File: config.mk
export PLATFORM = sky130hd
export DESIGN_NAME = regfile_port_sequencer
export DESIGN_NICKNAME = d
export VERILOG_FILES = /design/src/rtl/regfile_port_sequencer.sv
export SDC_FILE = /design/constraint.sdc
export NUM_CORES = 1
export LEC_CHECK = 0
export BUFFER_PORTS_ARGS = -buffer_cell sky130_fd_sc_hd__buf_4
export CORE_UTILIZATION = 42
export CTS_CLUSTER_SIZE = 12
export DETAILED_ROUTE_END_ITERATION = 7
export HOLD_SLACK_MARGIN = 0.15
export PLACE_DENSITY = 0.71
export SLEW_MARGIN = 20
export SYNTH_ARGS = -nofsm -noshare
export SYNTH_HDL_FRONTEND = slang
export SYNTH_SLANG_ARGS = --single-unit
File: constraint.sdc
create_clock -name clk -period 4.5 [get_ports clk]
set_clock_uncertainty 0.05 [all_clocks]
set_input_delay 0.675 -clock clk [delete_from_list [all_inputs] [get_ports clk]]
set_output_delay 0.675 -clock clk [all_outputs]
set_load 0.02 [all_outputs]
File: src/rtl/regfile_port_sequencer.sv
// Serializes one write-back plus two operand fetches onto the shared register-file port
// and returns both operands on a valid/ready response channel. x0 is handled here.
module regfile_port_sequencer #(
  parameter int XLEN = 32,
  parameter int AW   = 5
) (
  input  logic            clk,
  input  logic            reset,
  input  logic            req_valid,
  output logic            req_ready,
  input  logic [AW-1:0]   req_rs1,
  input  logic [AW-1:0]   req_rs2,
  input  logic [AW-1:0]   req_rd,
  input  logic            req_rd_we,
  input  logic [XLEN-1:0] req_wdata,
  output logic            rsp_valid,
  input  logic            rsp_ready,
  output logic [XLEN-1:0] rsp_rs1_data,
  output logic [XLEN-1:0] rsp_rs2_data,
  output logic            rf_en,
  output logic            rf_ld_str,
  output logic [AW-1:0]   rf_addr,
  output logic [XLEN-1:0] rf_store_val,
  input  logic [XLEN-1:0] rf_load_val
);

  typedef enum logic [2:0] {
    IDLE = 3'd0,
    WR   = 3'd1,
    RD1  = 3'd2,
    RD2  = 3'd3,
    CAP  = 3'd4,
    RESP = 3'd5
  } state_t;

  state_t        state_reg;
  logic [AW-1:0] rs1_reg;
  logic [AW-1:0] rs2_reg;

  // Gating with reset keeps ready low during reset yet high in the first cycle after release.
  assign req_ready = (state_reg == IDLE) && !reset;

  // Port outputs are registered for the state being entered, so each access
  // occupies exactly the cycle of its state and nothing leaks from req_* combinationally.
  always_ff @(posedge clk or posedge reset) begin
    if (reset) begin
      state_reg    <= IDLE;
      rs1_reg      <= '0;
      rs2_reg      <= '0;
      rsp_valid    <= 1'b0;
      rsp_rs1_data <= '0;
      rsp_rs2_data <= '0;
      rf_en        <= 1'b0;
      rf_ld_str    <= 1'b1;
      rf_addr      <= '0;
      rf_store_val <= '0;
    end else begin
      rf_en        <= 1'b0;
      rf_ld_str    <= 1'b1;
      rf_addr      <= '0;
      rf_store_val <= '0;
      case (state_reg)
        IDLE: begin
          if (req_valid) begin
            rs1_reg   <= req_rs1;
            rs2_reg   <= req_rs2;
            state_reg <= WR;
            if (req_rd_we && (req_rd != '0)) begin
              rf_en        <= 1'b1;
              rf_ld_str    <= 1'b0;
              rf_addr      <= req_rd;
              rf_store_val <= req_wdata;
            end
          end
        end
        WR: begin
          state_reg <= RD1;
          if (rs1_reg != '0) begin
            rf_en   <= 1'b1;
            rf_addr <= rs1_reg;
          end
        end
        RD1: begin
          state_reg <= RD2;
          if (rs2_reg != '0) begin
            rf_en   <= 1'b1;
            rf_addr <= rs2_reg;
          end
        end
        RD2: begin
          state_reg    <= CAP;
          rsp_rs1_data <= (rs1_reg != '0) ? rf_load_val : '0;
        end
        CAP: begin
          state_reg    <= RESP;
          rsp_rs2_data <= (rs2_reg != '0) ? rf_load_val : '0;
          rsp_valid    <= 1'b1;
        end
        RESP: begin
          if (rsp_ready) begin
            rsp_valid <= 1'b0;
            state_reg <= IDLE;
          end
        end
        default: state_reg <= IDLE;
      endcase
    end
  end

endmodule

==> impl_metrics.py <==
metrics = {
    "worst_setup_path": {
        "cp_slowest_cell": "dfrtp_1",
        "r2r-start": "rs2_reg[0]",
        "crit_chain": "nor4_1 -> buf_4",
        "critPathMaxStageDelay_ns": 0.55,
        "critPathLaunch": "state_reg[2]",
        "reg2reg_depth": 4,
        "ff2ff_setup_slack_ns": 2.41,
        "path_buf_inv": 1,
        "worstPathArrival_ns": 1.65,
        "cp-end-kind": "output pin",
        "critical_path.top_delay_family": "flip-flops",
        "crit_path_end": "req_ready",
        "cp.depth": 2,
        "path_class": "reg2out",
        "crit_required_ns": 3.77,
        "critPathLaunchType": "flop",
        "r2r-end": "rsp_rs2_data[4]",
        "crit_fanout": 16,
    },
    "placed_design": {
        "dpl.hpwl_mm": 8.28,
        "place_congestion": 0.815,
        "place.port_buffers": 188,
        "place_inst": 723,
    },
    "finish": {
        "n_antenna_cell": 0,
        "drive_gt1_share_pct": 44.4,
        "largest_registers": "rf_store_val: 32 flops, rsp_rs1_data: 32 flops, rsp_rs2_data: 32 flops",
        "multi_input_area_mm2": 0.00150,
        "fin_nets": 690,
        "areaGrowthSynthToFinish_pct": 46.9,
        "fin_cells": 755,
        "nFillCells": 844,
        "regArea_mm2": 0.00293,
    },
    "job": {
        "cap_violations": 0,
    },
    "drt": {
        "avgRoutedWirePerCell_um": 15.3,
        "vias": 3680,
        "drc": 0,
        "dr.pass1.iters": 4,
        "drtIter0Drc": 187,
        "drt-total-wl_mm": 11.5,
        "via_per_inst": 4.87,
        "ant_nets": 0,
    },
    "grt": {
        "grt_pass1_wl_mm": 18.7,
        "grt_use_met3_pct": 8.34,
        "grt_pass1_vias": 3616,
        "grt.met2_usage_pct": 34.8,
        "grt-busiest-layer": "met2",
        "antenna_found_initial": 0,
        "grt_usage_pct": 21.7,
        "grt_start_max_net_pins": 84,
        "grtUsageMet1_pct": 26.6,
        "grt_overflow": 0,
    },
    "cts": {
        "clock_latency_ns": 0.50,
        "cts_tree": "built",
        "cts_sinks": 117,
        "cts_setup_buffers": 0,
        "cts_resized": 0,
        "clk_pin_slew_ns": 0.05,
        "clock_path_buffers": 2,
        "cts_root_buf": "clkbuf_8",
        "ctsHoldBuffers": 0,
        "cts_made_buffers": 17,
        "h-tree-depth": 4,
    },
    "yosys": {
        "syn_area_per_cell_um2": 10.9,
        "ys_warn_count": 0,
        "seq_area_frac_synth_pct": 64.1,
        "syn_inst": 420,
        "ys_ff_latch": 117,
        "synth.distinct_cells": 36,
        "syn_nets": 504,
        "syn_area_mm2": 0.00457,
    },
    "die": {
        "fp.dieArea_mm2": 0.0113,
        "initial_core_util_pct": 43.9,
        "coreArea_mm2": 0.0104,
        "die_h_um": 106,
        "ios": 189,
        "die_w_um": 106,
        "num_rows": 37,
    },
    "sta": {
        "relSlewSlack_pct": 51.9,
        "slew_viol_final": 0,
        "max_freq_mhz": 422,
        "rsz0062_at_grt": "false",
        "worst_pin_slew_ns": 0.721,
        "hold_violations": 0,
        "layout_min_cycle_time_ns": 2.37,
        "setup_tns_ns": 0,
        "fin_crit_sh_pct": 52.7,
        "setup_viol": 0,
    },
    "pwr": {
        "ir_drop_uv": 353,
        "total_power_mw": 4.94,
        "power_density_mw_per_mm2": 736,
        "p_leak_nw": 3.37,
    },
    "worst_hold_path": {
        "hp-class": "in2async",
    },
    "status": {
        "status": "finished clean",
    },
}
layout by cell type, fill, tap and decap left out, types with 2 or more instances in the layout:
cell type / n
clkbuf_8: 3
clkinv_2: 2
and2_1: 2
and2_4: 30
nand3b_1: 2
or4_1: 2
clkinvlp_4: 3
and3_1: 2
o21ai_0: 38
nor2b_1: 3
bufinv_16: 5
dfrtp_1: 116
a22oi_1: 3
nor2_1: 2
o2bb2ai_1: 3
a221o_1: 2
mux2_2: 10
buf_4: 194
inv_6: 2
o21ai_1: 26
clkbuf_16: 16
nand2_1: 134
stage by stage:
stage | utilization [%] | instance area, um^2 | worst slack (ns) | hold slack (ns)
after floorplan | - | 4570 | 0.676 | 0.437
after global placement | 58.2 | 6060 | 2.24 | 0.412
after detailed placement | 58.2 | 6060 | 2.11 | 0.418
after CTS | 64.4 | 6710 | 2.09 | 0.314
after global routing | 64.4 | 6710 | 2.02 | 0.312
final | 64.4 | 6710 | 2.13 | 0.266
power breakdown:
part           total, mW  internal (mW)  switching (mW)  leakage, nW
Clock               1.45          0.985           0.465        0.307
Combinational       1.76          0.763            1.00         1.58
Sequential          1.72           1.45           0.273         1.48
synth_stat cells (all sizes together):
master   count  area, um^2
nor3b        1        12.5
and3         2        12.5
nor2         4        20.0
a21oi        1        5.00
o21ai       64         320
a221o        2        20.0
dfstp        1        26.3
o2bb2ai      3        26.3
or3b         1        8.76
dfrtp      116        2900
nor4b        1        15.0
inv          2        7.51
nor2b        3        18.8
and3b        1        8.76
nand2      134         503
a22oi        3        22.5
clkbuf      13        53.8
nor4         1        6.26
and2        33         282
mux2        10         113
buf         14        91.3
o21ba        1        10.0
nand3b       2        15.0
o211a        1        17.5
nand2b       1        6.26
or4          3        26.3
a221oi       1        8.76
o221ai       1        8.76
final cells by class:
| cell class | instances | area share, % |
|---|---|---|
| Sequential cell | 117 | 43.6 |
| Multi-Input combinational cell | 274 | 22.3 |
| Timing Repair Buffer | 194 | 21.7 |
| Clock buffer | 20 | 6.64 |
| Clock inverter | 12 | 2.98 |
| Tap cell | 136 | 2.53 |
| Inverter | 2 | 0.186 |
logic make-up (layout without fill, tap and decap cells):
logic type	after synthesis	count (layout)	synth area share, %
muxes	10	10	2.47
AOI/OAI and AO/OA	77	77	9.61
buffers and inverters	29	228	3.34
DFF	117	117	64.1
and+or+nand+nor	187	187	20.5
per-layer routing:
layer	part of all wire, %	routed length, um
met2	47	5470
met4	1.2	143
met1	41	4770
met3	10	1160
met5	0	0
worst min-delay path by stage:
stage,cells past startpoint,slack [ns],to
after floorplan,1,0.44,rs2_reg[3]
after global placement,2,0.41,rsp_rs1_data[6]
after detailed placement,2,0.42,rsp_valid
after CTS,2,0.31,rf_store_val[0]
after global routing,2,0.31,rf_store_val[0]
final,2,0.27,rf_store_val[19]
(Power assumes the default switching activity.)
